<file path="config.mk">
export PLATFORM = sky130hd
export DESIGN_NAME = r4_srt_frac_div_seq
export DESIGN_NICKNAME = d
export VERILOG_FILES = /design/src/rtl/r4_srt_frac_div_seq.sv
export SDC_FILE = /design/constraint.sdc
export NUM_CORES = 1
export LEC_CHECK = 0
export CAP_MARGIN = 25
export CORE_MARGIN = 3
export CORE_UTILIZATION = 64
export CTS_CLUSTER_SIZE = 14
export DETAILED_ROUTE_END_ITERATION = 8
export PLACE_DENSITY = 0.95
export SLEW_MARGIN = 20
export SYNTH_ARGS = -nofsm -noshare
export SYNTH_HDL_FRONTEND = slang
export SYNTH_SLANG_ARGS = --single-unit
</file>
<file path="constraint.sdc">
create_clock -name clk -period 13.7 [get_ports clk]
set_clock_uncertainty 0.05 [all_clocks]
set_input_delay 1.37 -clock clk [delete_from_list [all_inputs] [get_ports clk]]
set_output_delay 1.37 -clock clk [all_outputs]
set_load 0.02 [all_outputs]
</file>
<file path="src/rtl/r4_srt_frac_div_seq.sv">
// r4_srt_frac_div_seq: sequential radix-4 SRT significand divider, digits {-2..+2}.
// Optional macro R4_DIV_POW2_BYPASS_EN: a 2^(WIDTH-1) divisor skips the iterations.
module r4_srt_frac_div_seq #(
    parameter  int WIDTH = 24,
    localparam int ITER  = (WIDTH + 2) / 2
) (
    input  logic             clk,
    input  logic             rst,
    input  logic             start_valid_i,
    output logic             start_ready_o,
    input  logic             flush_i,
    input  logic [WIDTH-1:0] dividend_i,
    input  logic [WIDTH-1:0] divisor_i,
    output logic             finish_valid_o,
    input  logic             finish_ready_i,
    output logic [WIDTH:0]   quo_o,
    output logic [WIDTH-1:0] rem_o,
    output logic             rem_zero_o
);
    localparam int RW = WIDTH + 4;
    localparam int QW = WIDTH + 1;
    localparam int CW = $clog2(ITER);

    typedef enum logic [2:0] {
        S_IDLE, S_PRE, S_ITER, S_POST, S_DONE
    } state_t;

    state_t           r_state;
    logic             r_sready;
    logic             r_fvalid;
    logic [QW-1:0]    r_quo;
    logic [WIDTH-1:0] r_rem;
    logic             r_zero;
    logic [WIDTH-1:0] r_x;
    logic [WIDTH-1:0] r_d;
    logic [2:0]       r_didx;
    logic [RW-1:0]    r_dp1;
    logic [RW-1:0]    r_dp2;
    logic [RW-1:0]    r_dn1;
    logic [RW-1:0]    r_dn2;
    logic [RW-1:0]    r_ws;
    logic [RW-1:0]    r_wc;
    logic [QW-1:0]    r_q;
    logic [QW-1:0]    r_qm;
    logic [CW-1:0]    r_cnt;
`ifdef R4_DIV_POW2_BYPASS_EN
    logic             r_byp;
    logic             w_p2;
`endif

    logic [RW-1:0]     w_d4;
    logic [RW-1:0]     w_d8;
    logic signed [6:0] w_est;
    logic signed [6:0] w_m2;
    logic signed [6:0] w_m1;
    logic signed [6:0] w_m0;
    logic signed [6:0] w_mn1;
    logic              w_ge2;
    logic              w_ge1;
    logic              w_ge0;
    logic              w_gen1;
    logic [4:0]        w_dig;
    logic [RW-1:0]     w_add;
    logic [QW-1:0]     w_qn;
    logic [QW-1:0]     w_qmn;
    logic [RW-1:0]     w_s4;
    logic [RW-1:0]     w_c4;
    logic [RW-1:0]     w_nsum;
    logic [RW-2:0]     w_maj;
    logic [RW-1:0]     w_fin;
    logic              w_neg;
    logic [WIDTH-1:0]  w_fix;
    logic [WIDTH-1:0]  w_rem;
    logic [QW-1:0]     w_quo;
    logic [RW-1:0]     w_abs;
    logic              w_bound_ok;

    assign w_d4 = {2'b00, r_d, 2'b00};
    assign w_d8 = {1'b0, r_d, 3'b000};
`ifdef R4_DIV_POW2_BYPASS_EN
    assign w_p2 = (r_d == {1'b1, {(WIDTH-1){1'b0}}});
`endif

    // Remainder LSB weighs 2^-(WIDTH+2); these bits are 4w with 4 fraction bits.
    assign w_est = r_ws[WIDTH+2:WIDTH-4] + r_wc[WIDTH+2:WIDTH-4];

    always_comb begin
        w_m2  = 7'sd24;
        w_m1  = 7'sd8;
        w_m0  = -7'sd8;
        w_mn1 = -7'sd24;
        unique case (r_didx)
            3'd0: begin w_m2 = 7'sd12; w_m1 = 7'sd4; w_m0 = -7'sd4; w_mn1 = -7'sd13; end
            3'd1: begin w_m2 = 7'sd14; w_m1 = 7'sd4; w_m0 = -7'sd6; w_mn1 = -7'sd15; end
            3'd2: begin w_m2 = 7'sd15; w_m1 = 7'sd4; w_m0 = -7'sd6; w_mn1 = -7'sd16; end
            3'd3: begin w_m2 = 7'sd16; w_m1 = 7'sd4; w_m0 = -7'sd6; w_mn1 = -7'sd18; end
            3'd4: begin w_m2 = 7'sd18; w_m1 = 7'sd6; w_m0 = -7'sd8; w_mn1 = -7'sd20; end
            3'd5: begin w_m2 = 7'sd20; w_m1 = 7'sd6; w_m0 = -7'sd8; w_mn1 = -7'sd20; end
            3'd6: begin w_m2 = 7'sd20; w_m1 = 7'sd8; w_m0 = -7'sd8; w_mn1 = -7'sd22; end
            3'd7: begin w_m2 = 7'sd24; w_m1 = 7'sd8; w_m0 = -7'sd8; w_mn1 = -7'sd24; end
            default: ;
        endcase
    end

    assign w_ge2  = (w_est >= w_m2);
    assign w_ge1  = (w_est >= w_m1);
    assign w_ge0  = (w_est >= w_m0);
    assign w_gen1 = (w_est >= w_mn1);
    assign w_dig  = {~w_gen1, w_gen1 & ~w_ge0, w_ge0 & ~w_ge1,
                     w_ge1 & ~w_ge2, w_ge2};

    always_comb begin
        w_add = '0;
        w_qn  = {r_q[QW-3:0], 2'd0};
        w_qmn = {r_qm[QW-3:0], 2'd3};
        unique case (1'b1)
            w_dig[0]: begin
                w_add = r_dn2;
                w_qn  = {r_q[QW-3:0], 2'd2};
                w_qmn = {r_q[QW-3:0], 2'd1};
            end
            w_dig[1]: begin
                w_add = r_dn1;
                w_qn  = {r_q[QW-3:0], 2'd1};
                w_qmn = {r_q[QW-3:0], 2'd0};
            end
            w_dig[2]: ;
            w_dig[3]: begin
                w_add = r_dp1;
                w_qn  = {r_qm[QW-3:0], 2'd3};
                w_qmn = {r_qm[QW-3:0], 2'd2};
            end
            w_dig[4]: begin
                w_add = r_dp2;
                w_qn  = {r_qm[QW-3:0], 2'd2};
                w_qmn = {r_qm[QW-3:0], 2'd1};
            end
            default: ;
        endcase
    end

    assign w_s4   = {r_ws[RW-3:0], 2'b00};
    assign w_c4   = {r_wc[RW-3:0], 2'b00};
    assign w_nsum = w_s4 ^ w_c4 ^ w_add;
    assign w_maj  = (w_s4[RW-2:0] & w_c4[RW-2:0])
                  | (w_s4[RW-2:0] & w_add[RW-2:0])
                  | (w_c4[RW-2:0] & w_add[RW-2:0]);

    // After the first step the two low remainder bits are always zero.
    assign w_fin = r_ws + r_wc;
    assign w_neg = w_fin[RW-1];
    assign w_fix = w_fin[WIDTH+1:2] + r_d;
    assign w_rem = w_neg ? w_fix : w_fin[WIDTH+1:2];
    assign w_quo = w_neg ? r_qm : r_q;

    assign w_abs      = w_neg ? (~w_fin + 1'b1) : w_fin;
    assign w_bound_ok = ({2'b00, w_abs} + {1'b0, w_abs, 1'b0})
                        <= {1'b0, w_d4, 1'b0};

    always_ff @(posedge clk) begin
        if (rst) begin
            r_state  <= S_IDLE;
            r_sready <= 1'b1;
            r_fvalid <= 1'b0;
            r_quo    <= '0;
            r_rem    <= '0;
            r_zero   <= 1'b0;
        end else if (flush_i) begin
            r_state  <= S_IDLE;
            r_sready <= 1'b1;
            r_fvalid <= 1'b0;
        end else begin
            unique case (r_state)
                S_IDLE: begin
                    if (start_valid_i && r_sready) begin
                        r_x      <= dividend_i;
                        r_d      <= divisor_i;
                        r_sready <= 1'b0;
                        r_state  <= S_PRE;
                    end
                end
                S_PRE: begin
                    r_ws   <= {4'b0000, r_x};
                    r_wc   <= '0;
                    r_didx <= r_d[WIDTH-2:WIDTH-4];
                    r_dp1  <= w_d4;
                    r_dp2  <= w_d8;
                    r_dn1  <= -w_d4;
                    r_dn2  <= -w_d8;
                    r_q    <= '0;
                    r_qm   <= '1;
                    r_cnt  <= CW'(ITER - 1);
`ifdef R4_DIV_POW2_BYPASS_EN
                    r_byp   <= w_p2;
                    r_state <= w_p2 ? S_POST : S_ITER;
`else
                    r_state <= S_ITER;
`endif
                end
                S_ITER: begin
                    r_ws  <= w_nsum;
                    r_wc  <= {w_maj, 1'b0};
                    r_q   <= w_qn;
                    r_qm  <= w_qmn;
                    r_cnt <= r_cnt - 1'b1;
                    if (r_cnt == '0) r_state <= S_POST;
                end
                S_POST: begin
                    r_quo    <= w_quo;
                    r_rem    <= w_rem;
                    r_zero   <= (w_rem == '0);
`ifdef R4_DIV_POW2_BYPASS_EN
                    if (r_byp) begin
                        r_quo  <= {r_x, 1'b0};
                        r_rem  <= '0;
                        r_zero <= 1'b1;
                    end
`endif
                    r_fvalid <= 1'b1;
                    r_state  <= S_DONE;
                end
                S_DONE: begin
                    if (finish_ready_i) begin
                        r_fvalid <= 1'b0;
                        r_sready <= 1'b1;
                        r_state  <= S_IDLE;
                    end
                end
                default: r_state <= S_IDLE;
            endcase
        end
    end

    a_wbound: assert property (@(posedge clk) disable iff (rst)
        (r_state == S_ITER || r_state == S_POST) |-> w_bound_ok);

    assign start_ready_o  = r_sready;
    assign finish_valid_o = r_fvalid;
    assign quo_o          = r_quo;
    assign rem_o          = r_rem;
    assign rem_zero_o     = r_zero;
endmodule

</file>
# --- After elaboration in Yosys (flattened, before gate mapping) ---
# Memories as Yosys holds them, arrays and structs flattened. A register that Yosys moved wholly into a read port is not among the register bits.
# Cells that the tools add are included.
op_classes:
  bitwise_logic: 14
  add_sub_neg: 6
  n_mux: 20
  n_lt_le_gt_ge: 4
  n_eq_ne: 7
  n_reduce_logical: 15
ops:
  columns: ["operator", "count"]
  rows:
  - ["25-bit case mux with 4 select lines", 2]
  - ["28-bit case mux with 2 select lines", 2]
  - ["28-bit case mux with 4 select lines", 1]
  - ["25-bit case mux with 2 select lines", 2]
  - ["27-bit bitwise AND", 3]
  - ["28-bit bitwise XOR", 2]
  - ["27-bit bitwise OR", 2]
  - ["28-bit adder", 1]
  - ["7-bit >= comparator", 4]
  - ["26-bit negation with 28-bit output", 1]
  - ["27-bit negation with 28-bit output", 1]
  - ["25-bit 2-to-1 mux", 1]
  - ["24-bit adder", 1]
  - ["24-bit zero test", 1]
  - ["24-bit 2-to-1 mux", 1]
  - ["3-bit case mux with 5 select lines", 1]
  - ["3-bit 2-to-1 mux", 4]
  - ["3-bit AND reduction", 4]
  - ["4-bit case mux with 2 select lines", 1]
  - ["7-bit adder", 1]
  - ["3-bit by 2-bit equality test with 1-bit output (second input constant)", 2]
  - ["2-bit != test (second input constant)", 3]
  - ["2-bit nonzero test", 3]
  - ["1-bit inverter", 5]
  - ["12 further kinds", 17]
totals:
  inputBits: 53
  n_memories: 1
  romBits: 120
  register_bits: 296
  wordCells: 84
  out_inout_bits: 52
mem_list:
  columns: ["name", "depth", "width", "read_ports", "rd_clocked_by_memory_dff", "wr", "line_no", "source"]
  rows:
  - ["(no name shown)", 8, 15, 1, 1, 0, "92", "unique case (r_didx)"]

# --- Longest topological paths before layout ---
depth:
  ltp_word: 9
  mapped_depth: 20
  ltp_nobuf: 19

# --- Worst setup path before layout ---
# No wires, ideal clock.
synth_path:
  path_type: "in2reg"
  from: "input port flush_i"
  to: "register r_cnt[0] (enable)"
  arrival_time_ps: 6726
  setup_ps: 595
  stages: 3
  t_required_ps: 13055
  path_buffers: 1
  slack_ps: 6329
  cell_sequence: "or2_1 -> clkbuf_1 -> o21bai_1"
synth_between:
  elab_chain_cells: 2
synth_lines:
  columns: ["element", "line_no", "source"]
  rows:
  - ["start, declared", "11", "input logic flush_i,"]
  - ["1-bit inverter (no source line)", null, null]
  - ["3-bit AND reduction (no source line)", null, null]
  - ["end signal, assigned", "192", "r_cnt <= CW'(ITER - 1);"]
  - ["end signal, assigned", "205", "r_cnt <= r_cnt - 1'b1;"]
  - ["end, declared", "45", "logic [CW-1:0] r_cnt;"]
# No other way between the ends.
# A chain may end at the register's enable or synchronous reset.

# --- Worst setup path in the final report ---
layout_path:
  from: "register r_wc[20]"
  to: "register r_ws[10], data pin"
layout_between:
  elab_chain_cells: 7
  elab_cells_between_ends: 13
  cone_classes: "add/sub: 1; order compare: 4; mux: 2; bitwise: 6"
layout_lines:
  columns: ["element", "line_no", "source"]
  rows:
  - ["start, declared", "42", "logic [RW-1:0] r_wc;"]
  - ["start signal, assigned", "202", "r_wc <= {w_maj, 1'b0};"]
  - ["7-bit adder *", "85", "assign w_est = r_ws[WIDTH+2:WIDTH-4] + r_wc[WIDTH+2:WIDTH-4];"]
  - ["7-bit >= comparator (on tied branches)", "107, 105", null]
  - ["1-bit inverter (on tied branches)", "109, 110", null]
  - ["1-bit bitwise AND (on tied branches)", "109, 110", null]
  - ["28-bit case mux with 4 select lines *", "116", "unique case (1'b1)"]
  - ["28-bit bitwise XOR *", "144", "assign w_nsum = w_s4 ^ w_c4 ^ w_add;"]
  - ["28-bit case mux with 2 select lines *", "173", "unique case (r_state)"]
  - ["end signal, assigned", "183", "r_ws <= {4'b0000, r_x};"]
  - ["end signal, assigned", "201", "r_ws <= w_nsum;"]
  - ["end, declared", "41", "logic [RW-1:0] r_ws;"]
# Mark *: on every way between the ends. The rest lies on a longest branch, timed or not.

==> metrics.md <==
| Metric | Value |
|---|---|
| Most common flop cell mapped by yosys | `edfxtp_1` |
| Worst-path fanout max | `29` |
| Die area | `0.0252 sq mm` |
| Drt via density | `between 6 and 7` |
| Failing checks | `design-rule violations` |
| Clock Power Share | `between 30% and 40%` |
| Final Max Slew Viols | `0` |
| DIE HEIGHT | `159 microns` |
| Cell Pwr Density | `roughly 110 mW/mm^2` |
| #FFs+latches synth | `around 270` |
| Residual DRC | `2` |
| WL final | `roughly 36,000 microns` |
| Pint | `around 1.4 mW` |
| Max Cap Viol | `0` |
| Vias in the first global route | `~11,000` |
| Core Box Area | `0.0228 sq mm` |
| Net Count, Synth | `about 1,600` |
| Worst VDD drop | `110 uV` |
| # hold bufs at CTS | `0` |
| Yosys warning total | `0` |
| Largest net degree at the start of global routing | `86` |
| Post-synth EDFFs | `about 200` |
| CP endpoint kind | `flop` |
| WP data arrival | `between 5 and 6 ns` |
| Final instance area | `roughly 0.017 sq mm` |
| Leakage | `between 6 and 7 nW` |
| Final ANT Viol Nets | `0` |
| FP Rows | `55` |
| I/O Pins | `approximately 110` |
| Met1 Use GR | `a little over a third` |
| Switching Share | `about a quarter` |
| Comb pwr share | `between 10% and 20%` |
| Post-Synthesis Cells | `roughly 1,400` |
| CTS tree | `yes` |
| # diodes | `0` |
| Switching pwr | `between 0.4 and 0.5 mW` |
| Status | `complete, but fails checks` |
| Unrepaired setup endpoints after global routing | `no` |
| TNS Setup | `0 ns` |
| Fmax | `roughly 200 MHz` |
| Worst Reg-to-Reg Cells | `15` |
| Syn Area/Cell | `around 11 sq um` |
| Async set-reset flop share out of synthesis | `0%` |
| Num CTS Buffers | `28` |
| First DRT Iteration DRCs | `around 1,400` |
| Post-CTS sizing | `0` |
| # setup viols final | `0` |
| Global route overflow | `0` |
| Root Buffer | `clkbuf_16` |
| Top post-synthesis cells by area | `edfxtp_1 (41%), dfxtp_1 (9.3%), ha_1 (6.3%), nor2_1 (4.0%), mux2i_1 (4.0%)` |
| Worst hold path class | `reg -> reg` |
| Hold-critical path depth | `2` |
| Drt wl/cell | `19.8 microns` |
| Sequential Power Share | `49.2%` |
| Nets | `roughly 1,600` |
| Die X | `~160 microns` |
| Measured slew at the worst slew-check pin | `around 0.88 ns` |
| Max-slew headroom | `a little over two fifths` |
| Hold Worst Slack | `0.437 ns` |
| First-pass GRT wire length | `approximately 58,000 microns` |
| WS Path Type | `reg -> reg` |
| HPWL after detailed placement | `between 20,000 and 25,000 microns` |
| Post-CTS Repair Setup Buffers | `0` |
| Final GP Congestion | `roughly 0.92` |
| Initial antenna violation count | `0` |
| Clk pin slew, worst setup/hold paths | `about 0.06 ns` |
| Most Used Layer, Global Route | `met2` |
| Via count | `11,400` |
| Post-Syn Area | `~0.015 sq mm` |
| 1st-pass router iterations | `9` |
| Clock sinks | `~270` |
| Placed Instance Area | `~0.016 sq mm` |
| Netlist cell types | `81` |
| CP Data Required Time | `approximately 14 ns` |
| Layout area overhead | `14.8%` |
| # port buffers | `104` |
| Final period util | `a little over a third` |
| Global Route met2 Usage | `around half` |
| Top cell type's share of synthesized area | `roughly 41%` |
| Met3 GRT Util | `around 3.2%` |
| Clk Latency, worst-skew pair | `~0.54 ns` |
| Min Clock Period, post-route | `4.94 ns` |
| H-tree depth | `1` |
| Starting Density | `between 60% and 70%` |
| Final hold vios | `0` |
| Fraction of the yosys area taken by sequential cells | `50.3%` |
| Synth area leader | `edfxtp_1` |
| Crit path launch type | `flop` |
| Layout cells sized above 1 | `6.45%` |
| Tot GR Track Use | `about 28%` |
| Clk buf depth | `3` |
| Final core occ | `75.2%` |
==> critical path: stages, from the launching register on <==
cell and delay (ns):
edfxtp_1 0.41, ha_1 0.31, fa_1 0.46, a21o_1 0.20, a21oi_2 0.26, o21bai_1 0.11, a21oi_1 0.18, xor2_1 0.41
a21boi_2 0.23, buf_4 0.35, nor2_2 0.07, buf_4 0.26, a222oi_1 0.46, a21boi_0 0.36, fa_1 0.50, a21oi_1 0.16
==> layout make-up <==
cell class | instances | area, sq um
multi-input combinational | 979 | 6870
sequential | 273 | 7510
clock inverter | 14 | 95.1
inverter | 79 | 297
tap | 313 | 392
clock buffer | 38 | 769
fill | 1432 | 5650
timing repair buffer | 120 | 1200
==> power groups by stage <==
stage                     registers (mW)  logic, mW  clock network (mW)
after global routing               0.911      0.240               0.760
after floorplan                    0.926      0.151                   0
final                              0.911      0.218               0.722
after global placement             0.927      0.202                   0
after detailed placement           0.928      0.210                   0
after CTS                          0.910      0.214               0.728
==> metrics by stage <==
stage,setup slack [ns],instances,power [mW]
after floorplan,6.33,1397,1.08
after global placement,8.58,1760,1.13
after detailed placement,8.78,1762,1.14
after CTS,8.88,1814,1.85
after global routing,8.50,1816,1.91
final,8.76,1816,1.85
==> flip-flops by register name, indices dropped and copies added (netlist names) <==
| signal | count |
|---|---|
| r_qm | 25 |
| r_state | 3 |
| quo_o | 25 |
| w_m2 | 5 |
| r_cnt | 4 |
| rem_o | 24 |
| r_wc | 25 |
| r_didx | 2 |
| w_m0 | 2 |
| r_dp2 | 21 |
| finish_valid_o | 1 |
| r_q | 25 |
| r_d | 24 |
| start_ready_o | 1 |
| w_mn1 | 4 |
| r_x | 24 |
| r_ws | 28 |
| r_dn1 | 26 |
| rem_zero_o | 1 |
| w_m1 | 3 |
==> cell usage after synthesis (all sizes together) (3+ instances only) <==
| cell type | number |
|---|---|
| a211o | 3 |
| a211oi | 38 |
| a21boi | 22 |
| a21o | 22 |
| a21oi | 86 |
| a222oi | 22 |
| a311oi | 6 |
| a31oi | 11 |
| and2 | 11 |
| and3 | 7 |
| buf | 27 |
| clkbuf | 39 |
| dfxtp | 69 |
| edfxtp | 204 |
| fa | 25 |
| ha | 75 |
| inv | 79 |
| mux2i | 60 |
| nand2 | 130 |
| nand2b | 9 |
| nand3 | 46 |
| nand4 | 7 |
| nor2 | 162 |
| nor2b | 9 |
| nor3 | 27 |
| nor4 | 5 |
| o211ai | 7 |
| o21a | 6 |
| o21ai | 49 |
| o21bai | 9 |
| or2 | 6 |
| or3 | 9 |
| or4 | 10 |
| xnor2 | 40 |
| xor2 | 25 |
==> placed cells by master, fill, tap and decap left out, types with 7 or more instances in the layout <==
master           count
a21boi_1            12
a21o_1              22
a31oi_1             11
nor2_1             159
fa_1                25
o21ai_0             42
xor2_1              25
buf_4               12
or3_1                8
a21boi_0             9
nand2_1            128
a21oi_1             82
o21bai_1             8
clkdlybuf4s50_1    104
clkbuf_16           29
inv_1               77
nor2b_1              9
xnor2_1             40
nand4_1              7
nor3_1              23
ha_1                75
clkbuf_1             8
or4_1                9
nand3_1             45
edfxtp_1           204
and2_1               9
and3_1               7
nand2b_1             9
a211oi_1            36
dfxtp_1             69
mux2i_1             60
a222oi_1            22
==> worst paths after layout <==
path / from / endpoint / slack (ns)
worst max register to register: r_wc[20]$_SDFFCE_PP0P_ / r_ws[10]$_DFFE_PP_ / 8.76
worst min register to register: finish_valid_o$_SDFFE_PP0P_ / finish_valid_o$_SDFFE_PP0P_ / 0.44
worst min-delay path: finish_valid_o$_SDFFE_PP0P_ / finish_valid_o$_SDFFE_PP0P_ / 0.44
worst max-delay path: r_wc[20]$_SDFFCE_PP0P_ / r_ws[10]$_DFFE_PP_ / 8.76
==> kinds of logic (layout without fill, tap and decap cells) <==
| logic type | after synthesis | count (layout) | share of synthesized area [%] |
|---|---|---|---|
| flops | 273 | 273 | 50.3 |
| fa+ha+maj | 100 | 100 | 9.64 |
| buf+inv | 145 | 251 | 3.99 |
| compound gates | 301 | 301 | 13.9 |
| mux | 62 | 62 | 4.17 |
| simple gates | 450 | 450 | 14.0 |
| xor+xnor | 66 | 66 | 3.96 |
==> per-layer routing <==
| layer | up-vias | wire length (microns) |
|---|---|---|
| li1 | 5237 | - |
| met1 | 5428 | 13700 |
| met2 | 588 | 18400 |
| met3 | 107 | 2740 |
| met4 | 0 | 1140 |
| met5 | - | 0 |
Power figures use the tool's default switching activity.
